===== config.mk =====
export PLATFORM = sky130hd
export DESIGN_NAME = param_datapath
export DESIGN_NICKNAME = d
export VERILOG_FILES = /design/src/rtl/param_datapath.sv
export SDC_FILE = /design/constraint.sdc
export NUM_CORES = 1
export LEC_CHECK = 0
export CORE_ASPECT_RATIO = 1.1
export CORE_MARGIN = 2
export CORE_UTILIZATION = 61
export CTS_BUF_LIST = sky130_fd_sc_hd__clkbuf_8
export CTS_CLUSTER_DIAMETER = 120
export DETAILED_ROUTE_END_ITERATION = 10
export PLACE_DENSITY = 0.81
export SYNTH_ARGS = -nofsm -noshare
export SYNTH_HDL_FRONTEND = slang
export SYNTH_SLANG_ARGS = --single-unit

===== constraint.sdc =====
create_clock -name clk -period 10.6 [get_ports clk]
set_input_delay 2.12 -clock clk [delete_from_list [all_inputs] [get_ports clk]]
set_output_delay 2.12 -clock clk [all_outputs]
set_load 0.01 [all_outputs]

===== src/rtl/param_datapath.sv =====
// Parametrised accumulator datapath: IR, PC, A, output register, unified RAM and a 4-op ALU.
// Optional carry/overflow flags are built only when DP_FLAGS_EN is defined.
module param_datapath #(
    parameter int unsigned DATA_W = 8,
    parameter int unsigned ADDR_W = 5
) (
    input  logic              clk,
    input  logic              clear,
    input  logic              IRload,
    input  logic              JMPmux,
    input  logic              PCload,
    input  logic              Meminst,
    input  logic              MemWr,
    input  logic [1:0]        Asel,
    input  logic              Aload,
    input  logic [1:0]        ALUop,
    input  logic              Outload,
    input  logic [DATA_W-1:0] in,
    output logic [DATA_W-1:0] out,
    output logic [2:0]        IR_op,
    output logic [ADDR_W-1:0] IR_addr,
    output logic              Aeq0,
    output logic              Apos,
    output logic              Cflag,
    output logic              Vflag,
    output logic [DATA_W-1:0] regAOut,
    output logic [DATA_W-1:0] RAMout
);

    logic [DATA_W-1:0] ir_q, ir_d;
    logic [DATA_W-1:0] a_q, a_d;
    logic [DATA_W-1:0] out_q, out_d;
    logic [ADDR_W-1:0] pc_q, pc_d;
    logic [ADDR_W-1:0] mem_addr;
    logic [DATA_W-1:0] mem_q [2**ADDR_W];

    logic [DATA_W-1:0] b_op;
    logic [DATA_W-1:0] add_res;
    logic [DATA_W-1:0] alu_res;

    assign mem_addr = Meminst ? ir_q[ADDR_W-1:0] : pc_q;
    assign RAMout   = mem_q[mem_addr];

    // Subtract is A + ~M + 1; the +1 comes from ALUop[0].
    assign b_op = (ALUop == 2'd1) ? ~RAMout : RAMout;

`ifdef DP_FLAGS_EN
    logic [DATA_W:0] sum_ext;
    logic            alu_c, alu_v;
    logic            c_q, c_d, v_q, v_d;

    assign sum_ext = {1'b0, a_q} + {1'b0, b_op} + {{DATA_W{1'b0}}, ALUop[0]};
    assign add_res = sum_ext[DATA_W-1:0];
    assign alu_c   = ~ALUop[1] & sum_ext[DATA_W];
    assign alu_v   = ~ALUop[1] & (a_q[DATA_W-1] == b_op[DATA_W-1])
                   & (add_res[DATA_W-1] != a_q[DATA_W-1]);

    always_comb begin
        c_d = c_q;
        v_d = v_q;
        if (Aload && (Asel == 2'd0)) begin
            c_d = alu_c;
            v_d = alu_v;
        end
    end

    always_ff @(posedge clk or posedge clear) begin
        if (clear) begin
            c_q <= 1'b0;
            v_q <= 1'b0;
        end else begin
            c_q <= c_d;
            v_q <= v_d;
        end
    end

    assign Cflag = c_q;
    assign Vflag = v_q;
`else
    assign add_res = a_q + b_op + {{(DATA_W-1){1'b0}}, ALUop[0]};
    assign Cflag   = 1'b0;
    assign Vflag   = 1'b0;
`endif

    always_comb begin
        alu_res = '0;
        unique case (ALUop)
            2'd0, 2'd1: alu_res = add_res;
            2'd2:       alu_res = a_q & RAMout;
            2'd3:       alu_res = a_q | RAMout;
            default:    alu_res = '0;
        endcase
    end

    always_comb begin
        ir_d  = ir_q;
        pc_d  = pc_q;
        a_d   = a_q;
        out_d = out_q;
        if (IRload) ir_d = RAMout;
        if (PCload) pc_d = JMPmux ? ir_q[ADDR_W-1:0] : pc_q + {{(ADDR_W-1){1'b0}}, 1'b1};
        if (Aload) begin
            unique case (Asel)
                2'd0:    a_d = alu_res;
                2'd1:    a_d = in;
                2'd2:    a_d = RAMout;
                2'd3:    a_d = '0;
                default: a_d = '0;
            endcase
        end
        if (Outload) out_d = a_q;
    end

    always_ff @(posedge clk or posedge clear) begin
        if (clear) begin
            ir_q  <= '0;
            pc_q  <= '0;
            a_q   <= '0;
            out_q <= '0;
        end else begin
            ir_q  <= ir_d;
            pc_q  <= pc_d;
            a_q   <= a_d;
            out_q <= out_d;
        end
    end

    // RAM contents survive clear; a write coinciding with clear is dropped.
    always_ff @(posedge clk) begin
        if (!clear && MemWr) mem_q[mem_addr] <= a_q;
    end

    assign out     = out_q;
    assign IR_op   = ir_q[DATA_W-1:DATA_W-3];
    assign IR_addr = ir_q[ADDR_W-1:0];
    assign regAOut = a_q;
    assign Aeq0    = (a_q == '0);
    assign Apos    = ~a_q[DATA_W-1] & (a_q != '0);

endmodule

**Word-level counts from Yosys, hierarchy flattened**

Memories as Yosys holds them, arrays and structs flattened.
Index checks and enable logic that the tools add are counted.

- Reduce and logical (&&, ||, !) cells: 7
- Eq/ne operators: 6
- $add $sub $neg: 3
- Multiplexer cells: 7
- Bitwise logic cells: 5

Operators by type and width:

| operator | count |
|---|---|
| case mux 8 bit (4 select lines) | 1 |
| case mux 8 bit (3 select lines) | 1 |
| 2-to-1 mux 5 bit | 2 |
| adder 8 x 1 -> 8 bit | 1 |
| adder 8 bit | 1 |
| AND 8 bit | 1 |
| == test 2 bit, second input constant | 4 |
| logical NOT 8 bit | 1 |
| 2-to-1 mux 8 bit | 1 |
| NOT 8 bit | 1 |
| bitwise OR 8 bit | 1 |
| nonzero test 8 bit | 1 |
| adder 5 x 1 -> 5 bit, second input constant | 1 |
| == test 2 x 1 -> 1 bit, second input constant | 2 |
| logical NOT 2 bit | 2 |
| 2-to-1 mux 1 bit | 2 |
| OR reduction 2 bit | 1 |
| AND 1 bit | 1 |
| logical AND 1 bit | 1 |
| logical NOT 1 bit | 1 |
| NOT 1 bit | 1 |

- Bits in registers: 29
- Output and inout port bits: 36
- Memory bits (writable): 256
- Memories: 1

Memories:

| memory | depth | bits a word | read ports | clocked after Yosys merged registers in | write ports | line | text |
|---|---|---|---|---|---|---|---|
| mem_q | 32 | 8 | 1 | 0 | 1 | 35 | `logic [DATA_W-1:0] mem_q [2**ADDR_W];` |

**Depth between registers and ports, before layout**

Gate-level depths: netlist (run 1).
An unclocked memory read counts as a cell.

- Depth in word-level cells: 8
- Depth in mapped cells: 20
- Depth with buffers taken out: 17

**Least setup slack after synthesis (run 1)**

No wires, ideal clock.

- Path type: input port to output port
- Start: input port Meminst
- End: output port RAMout[5]
- Path buffers: 3
- Required time: 8.480 ns
- Slack: 4.360 ns
- Arrival time: 4.120 ns
- Cell stages on the path: 8
- Path through: mux2i_4 buf_6 buf_6 buf_2 mux4_2 o22ai_1 nor3_1 and2_0

- Longest elaborated chain between the ends: 2

RTL lines:

| item | line | text |
|---|---|---|
| start, declared | 12 | `input logic Meminst,` |
| 2-to-1 mux 5 bit | 41 | `assign mem_addr = Meminst ? ir_q[ADDR_W-1:0] : pc_q;` |
| memory read (32 x 8 bit) | n/a |  |
| end, declared | 27 | `output logic [DATA_W-1:0] RAMout` |

No other way between the ends.

**Worst setup path in the final report (run 1)**

- Start: input port Meminst
- End: output port RAMout[7]

The elaborated chain is that of the path after synthesis.

==> out/metrics.cfg, run 1 <==
[power_and_ir_drop]
p_int_mw = 2.477
power_frac_clock = 0.220
peakVddDrop_mv = 0.2892
p_sw_frac = 0.3452
pwr-share-seq = 0.390
power_frac_comb = 0.390
power.density_mw_per_mm2 = 275.6
leakagePower_nw = 4.627
switchingPower_mw = 1.306

[cts]
clk_pin_slew_ns = 0.06
cts_tree = done
cts_buffers = 44
htree_levels = 2
holdBufCountCts = 0
cts_setup_buffers = 0
cts_buffer_depth = 3
ctsResizeCount = 0
clk_latency_ns = 0.54
root_buffer = clkbuf_8
cts.sinks = 285

[timing]
finalHoldViolations = 0
setup_viol = 0
rsz0062_at_grt = false
skew_ns = 0.02724
setup_tns_ns = 0
period_minus_slack_ns = 8.565
fin_crit_sh = 0.8080
fmax_ghz = 0.1168
slew_headroom = 0.1564
worst_pin_slew_ns = 1.265
drv_slew = 0

[grt]
busiest_layer = met2
antenna_found_initial = 0
grt_pass1_vias = 7422
groute.layer.met3.usage = 0.04997
grt_pass1_wl_um = 44080
grt_util_met2 = 0.4458
grt.met1_usage = 0.3775
overflow = 0
track_usage = 0.2758
grt_max_degree = 56

[final_layout]
area_delta_synth_final_pct = 12.68
layout-drive-gt1-share = 0.1527
nFillCells = 1200
postLayoutCellArea_mm2 = 0.01372
seq_area_mm2 = 0.008413
num_antenna_cells = 0
fin_nets = 861
multi_input_area_mm2 = 0.003427

[die]
start_util = 0.6173
die_h_um = 152.2
rows = 54
io_pins = 57
fp.dieW_um = 138.7
die_area_mm2 = 0.02111
core_area_mm2 = 0.01973

[synth]
synth_area_mm2 = 0.01218
synth_top_area_cell = edfxtp_1
ys_seq_elements = 285
synth_ff_type = edfxtp_1
synth_async_sr_flop_share = 0.1018
yosysWarningCount = 0
avgSynthCellArea_um2 = 15.98
netlist_top_cells_area = edfxtp_1 63%, dfrtp_1 6.0%, mux4_2 5.9%, a21oi_1 3.1%, mux4_1 2.8%
ys_seq_area_frac = 0.6908
yosys.cell_types.count = 67
synthCells = 762
synthDominantCellAreaShare = 0.6312
synth_edf_count = 256

[routing]
vias_per_cell = 6.728
drtIter0Drc = 1139
drt_wl_total_um = 28750
drc = 0
drt-pass1-iter-count = 6
route.vias.total = 7468
ant_nets = 0
wire_per_inst_um = 25.90

[worst_setup_path]
path_class = in2out
rrSetupSlack_ns = 5.26
cp.buffers_inverters = 5
crit_required_ns = 8.48
end_kind = output port
crit_family = buffers and inverters
crit_arrival_ns = 6.45
worst_path_max_delay_cell = clkdlybuf4s50_1
worstPathCellList = clkdlybuf4s50_1, mux2i_4, buf_4, mux4_1, nor2b_1, nor2_1, nor4bb_1, buf_4, inv_1, clkdlybuf4s50_1
crit_path_max_incr_delay_ns = 1.08
crit_path_start_kind = input port
reg2regPathDepth = 15
worst-path-max-fanout = 24
crit_cells = 10

[flow_run]
maxCapViolations = 0

[hold_path]
hold_class = reg2reg
whs_path_depth = 1

[placed_design]
gp_congestion = 0.9788
hpwlAfterDp_um = 18040
placed_area_mm2 = 0.01293
port-buffer-count = 54

[status]
outcome = finished, final reports clean

[cell type report]
class | instances | share of cell area
clock buffer | 46 | 0.04613
timing repair buffer | 75 | 0.05179
clock inverter | 27 | 0.01167
multi-input combinational | 408 | 0.2497
tap | 252 | 0.02298
inverter | 17 | 0.004650
sequential | 285 | 0.6131
[final timing paths]
kind                               from    endpoint
worst min register to register  ir_q[6]     ir_q[6]
worst max-delay path            Meminst   RAMout[7]
worst min-delay path            ir_q[6]     ir_q[6]
min in group asynchronous         clear      out[0]
max in group asynchronous         clear  regAOut[5]
worst max register to register  ir_q[1]  regAOut[7]
[flip-flops by register name, summed over array words and instances, names as in the netlist]
| register | cells |
|---|---|
| ir_q | 8 |
| pc_q | 5 |
| regAOut | 8 |
| mem_q | 256 |
| out | 8 |
[cells in the mapped netlist, types with 4 or more instances]
master	count
a21boi_0	4
a21oi_1	76
a22o_1	4
a31oi_1	7
buf_2	9
buf_4	6
clkbuf_1	30
dfrtp_1	29
edfxtp_1	256
ha_1	7
inv_1	16
mux2_2	15
mux2i_1	13
mux4_1	13
mux4_2	32
nand2_1	18
nand2b_1	4
nand3_1	6
nand3b_1	4
nor2_1	57
nor2b_1	5
nor3_1	4
nor3b_1	4
nor4_1	17
o211ai_1	4
o21ai_0	16
o22ai_1	31
or4_1	5
xnor2_1	5
xor2_1	8
[cell families (layout without fill, tap and decap cells)]
family                     count (synthesis)  in the layout  share of synthesized area
adders and majority gates                 11             11                    0.01233
AOI/OAI and AO/OA                        164            164                    0.08198
other                                      1              2                  0.0003079
xor gates and xnor gates                  13             13                   0.009349
buffers and inverters                     70            165                    0.02815
DFF                                      285            285                     0.6908
and+or+nand+nor                          143            143                    0.06164
muxes                                     75             75                     0.1155
[placed cells by master, fill, tap and decap left out, drive strengths merged, types with 6 or more instances in the layout]
| cell | Yosys | layout |
|---|---|---|
| nor4 | 18 | 18 |
| mux2 | 15 | 15 |
| nor2 | 57 | 57 |
| buf | 22 | 21 |
| ha | 7 | 7 |
| inv | 16 | 30 |
| nand2 | 18 | 18 |
| a31oi | 7 | 7 |
| dfrtp | 29 | 29 |
| or4 | 6 | 6 |
| nand3 | 6 | 6 |
| xor2 | 8 | 8 |
| clkinv | 1 | 11 |
| edfxtp | 256 | 256 |
| mux4 | 45 | 45 |
| clkbuf | 31 | 46 |
| o22ai | 31 | 31 |
| a21oi | 76 | 76 |
| clkdlybuf4s50 | 0 | 54 |
| mux2i | 15 | 15 |
| o21ai | 16 | 16 |
[per-layer routing]
layer  vias to the layer above  part of all wire
met2                       558              0.48
met1                      3644              0.37
met5                         -                 0
met4                         0             0.040
met3                        94              0.10
li1                       3172                 -
[through the flow]
stage | std cells | hold WS [ns] | util | setup slack [ns] | power [mW]
2_1_floorplan | 763 | 0.5512 | - | 4.360 | 2.420
3_3_place_gp | 1037 | 0.4887 | 0.6554 | 2.246 | 2.887
3_5_place_dp | 1037 | 0.4982 | 0.6554 | 2.094 | 2.950
4_1_cts | 1110 | 0.5168 | 0.6956 | 2.078 | 3.775
5_1_grt | 1110 | 0.5329 | 0.6956 | 1.850 | 3.943
6_report | 1110 | 0.5115 | 0.6956 | 2.035 | 3.782
[power groups by stage]
| stage | Clock (mW) | Sequential (mW) | Combinational, mW |
|---|---|---|---|
| 6_report | 0.833 | 1.47 | 1.48 |
| 3_5_place_dp | 0 | 1.49 | 1.46 |
| 4_1_cts | 0.842 | 1.47 | 1.46 |
| 2_1_floorplan | 0 | 1.55 | 0.873 |
| 5_1_grt | 0.891 | 1.48 | 1.57 |
| 3_3_place_gp | 0 | 1.49 | 1.40 |
No activity file was read; power rests on OpenSTA's default activity.
==> run 2, diff against run 1 <==
- CORE_UTILIZATION: 61 -> 56
- PLACE_DENSITY: 0.81 -> 0.79
- clock period: 10.6 -> 7.7 ns (I/O delays scaled with it)
==> out/metrics.cfg, run 2 (synthesis gave the netlist of run 1 again) <==
[worst_setup_path]
crit_family = buffers and inverters
path_class = in2out
worst_path_max_delay_cell = or4_1
rrSetupSlack_ns = 2.58  ; -2.68 ns
worst-path-max-fanout = 23  ; -4.2%
cp.buffers_inverters = 5  ; unchanged
end_kind = output port
worstPathCellList = clkdlybuf4s50_1, buf_4, mux2i_4, buf_4, mux4_1, o22ai_1, or4_1, inv_1, clkdlybuf4s50_1
crit_path_start_kind = input port
crit_required_ns = 6.16  ; -2.32 ns
crit_path_max_incr_delay_ns = 0.73  ; -0.35 ns
crit_arrival_ns = 5.17  ; -1.28 ns

[routing]
drt-pass1-iter-count = 7  ; +1
drtIter0Drc = 942  ; -17%
vias_per_cell = 6.429  ; -4.4%
drt_wl_total_um = 28760  ; about the same
drc = 0  ; unchanged
wire_per_inst_um = 24.60  ; -5.0%
route.vias.total = 7516  ; +0.64%
ant_nets = 0  ; unchanged

[cts]
cts_setup_buffers = 0  ; unchanged
clk_pin_slew_ns = 0.06  ; about the same
holdBufCountCts = 0  ; unchanged
cts_buffer_depth = 3  ; unchanged
root_buffer = clkbuf_8
htree_levels = 2  ; unchanged
cts.sinks = 285  ; unchanged
cts_buffers = 42  ; -4.5%
clk_latency_ns = 0.55  ; about the same
cts_tree = done
ctsResizeCount = 0  ; unchanged

[final_layout]
area_delta_synth_final_pct = 14.38
layout_commonest_cell = edfxtp_1
postLayoutCellArea_mm2 = 0.01393  ; +1.5%
final_cell_count_no_fill = 1169  ; +5.3%
fin_nets = 876  ; +1.7%
largest_reg_flops = 256  ; unchanged
regMostFlops = mem_q
layout-drive-gt1-share = 0.1741  ; +0.02138
final_cell_mix = 256 x edfxtp_1, 76 x a21oi_1, 57 x nor2_1
finish.utilization = 0.6519  ; -0.04371
num_antenna_cells = 0  ; unchanged

[hold_path]
hold_class = reg2reg

[placed_design]
gp_congestion = 0.9119  ; -6.8%
placed_area_mm2 = 0.01309  ; +1.3%
port-buffer-count = 54  ; unchanged
hpwlAfterDp_um = 18300  ; +1.4%
dp_cells = 1092  ; +5.3%

[die]
core_area_mm2 = 0.02137  ; +8.3%
rows = 56  ; +3.7%
die_area_mm2 = 0.02295  ; +8.7%
io_pins = 57  ; unchanged
start_util = 0.5699  ; -0.04742
die_h_um = 158.7  ; +4.3%
fp.dieW_um = 144.6  ; +4.2%

[timing]
fin_crit_sh = 0.8709
setup_tns_ns = 0  ; unchanged
slew_headroom = 0.3710  ; +0.2146
finalHoldViolations = 0  ; unchanged
skew_ns = 0.02192  ; -0.005322 ns
drv_slew = 0  ; unchanged
worst_pin_slew_ns = 0.9401  ; -0.3254 ns
fmax_ghz = 0.1491
rsz0062_at_grt = false
period_minus_slack_ns = 6.706
setup_viol = 0  ; unchanged

[power_and_ir_drop]
leakagePower_nw = 4.696  ; +1.5%
power.density_mw_per_mm2 = 382.9  ; +39%
peakVddDrop_mv = 0.1814  ; -37%

[grt]
grt_max_degree = 44  ; -21%
grt_pass1_vias = 7461  ; +0.53%
track_usage = 0.2590  ; -0.01674
grt_pass1_wl_um = 43130  ; -2.2%
overflow = 0  ; unchanged
antenna_found_initial = 0  ; unchanged

[status]
outcome = finished, final reports clean

[flow_run]
maxCapViolations = 0  ; unchanged

## run 2: cell count changes in the layout (fill, tap and decap cells not counted), sizes merged
cell | before | now
bufinv | 2 | 4
clkinv | 11 | 25
inv | 30 | 21
buf | 21 | 38
clkbuf | 46 | 43
## run 2: cell type report
cell class / instances / area, um^2
multi-input cells: 408 / 3427
flip-flops and latches: 285 / 8413
clock inverters: 34 / 246.5
inverters: 17 / 63.81
clock buffers: 43 / 591.8
well taps: 290 / 362.8
fillers: 1423 / 7440
repair buffers: 92 / 825.8
## run 2: per-stage QoR
stage                     power (mW)  setup slack, ns  hold slack (ns)
after floorplan                3.331            2.176           0.5512
after global placement         4.037            1.030           0.4922
after detailed placement       4.112           0.9072           0.4946
after CTS                      5.323            1.024           0.5074
after global routing           5.570           0.7639           0.5203
final                          5.334           0.9944           0.5024
## run 2: routing by layer
| metal | GRT usage | up-vias | wire length, um |
|---|---|---|---|
| met3 | 0.05955 | 118 | 3081 |
| met1 | 0.3326 | 3657 | 10360 |
| met4 | 0.1489 | 0 | 1768 |
| met5 | 0 | - | 0 |
| li1 | - | 3213 | - |
| met2 | 0.4101 | 528 | 13550 |
## run 2: power breakdown
group,internal (mW),switching (mW),leakage [nW]
registers,1.94,0.0943,2.64
logic,0.891,1.20,1.60
clock network,0.658,0.559,0.449
## run 2: path summary, 6_finish.rpt
kind / startpoint / cells past startpoint / to
min in group asynchronous: clear / 3 / ir_q[3]
max in group asynchronous: clear / 3 / pc_q[1]
max reg2reg: pc_q[0] / 17 / regAOut[6]
min reg2reg: out[2] / 1 / out[2]
max: Meminst / 9 / RAMout[2]
min: out[2] / 1 / out[2]
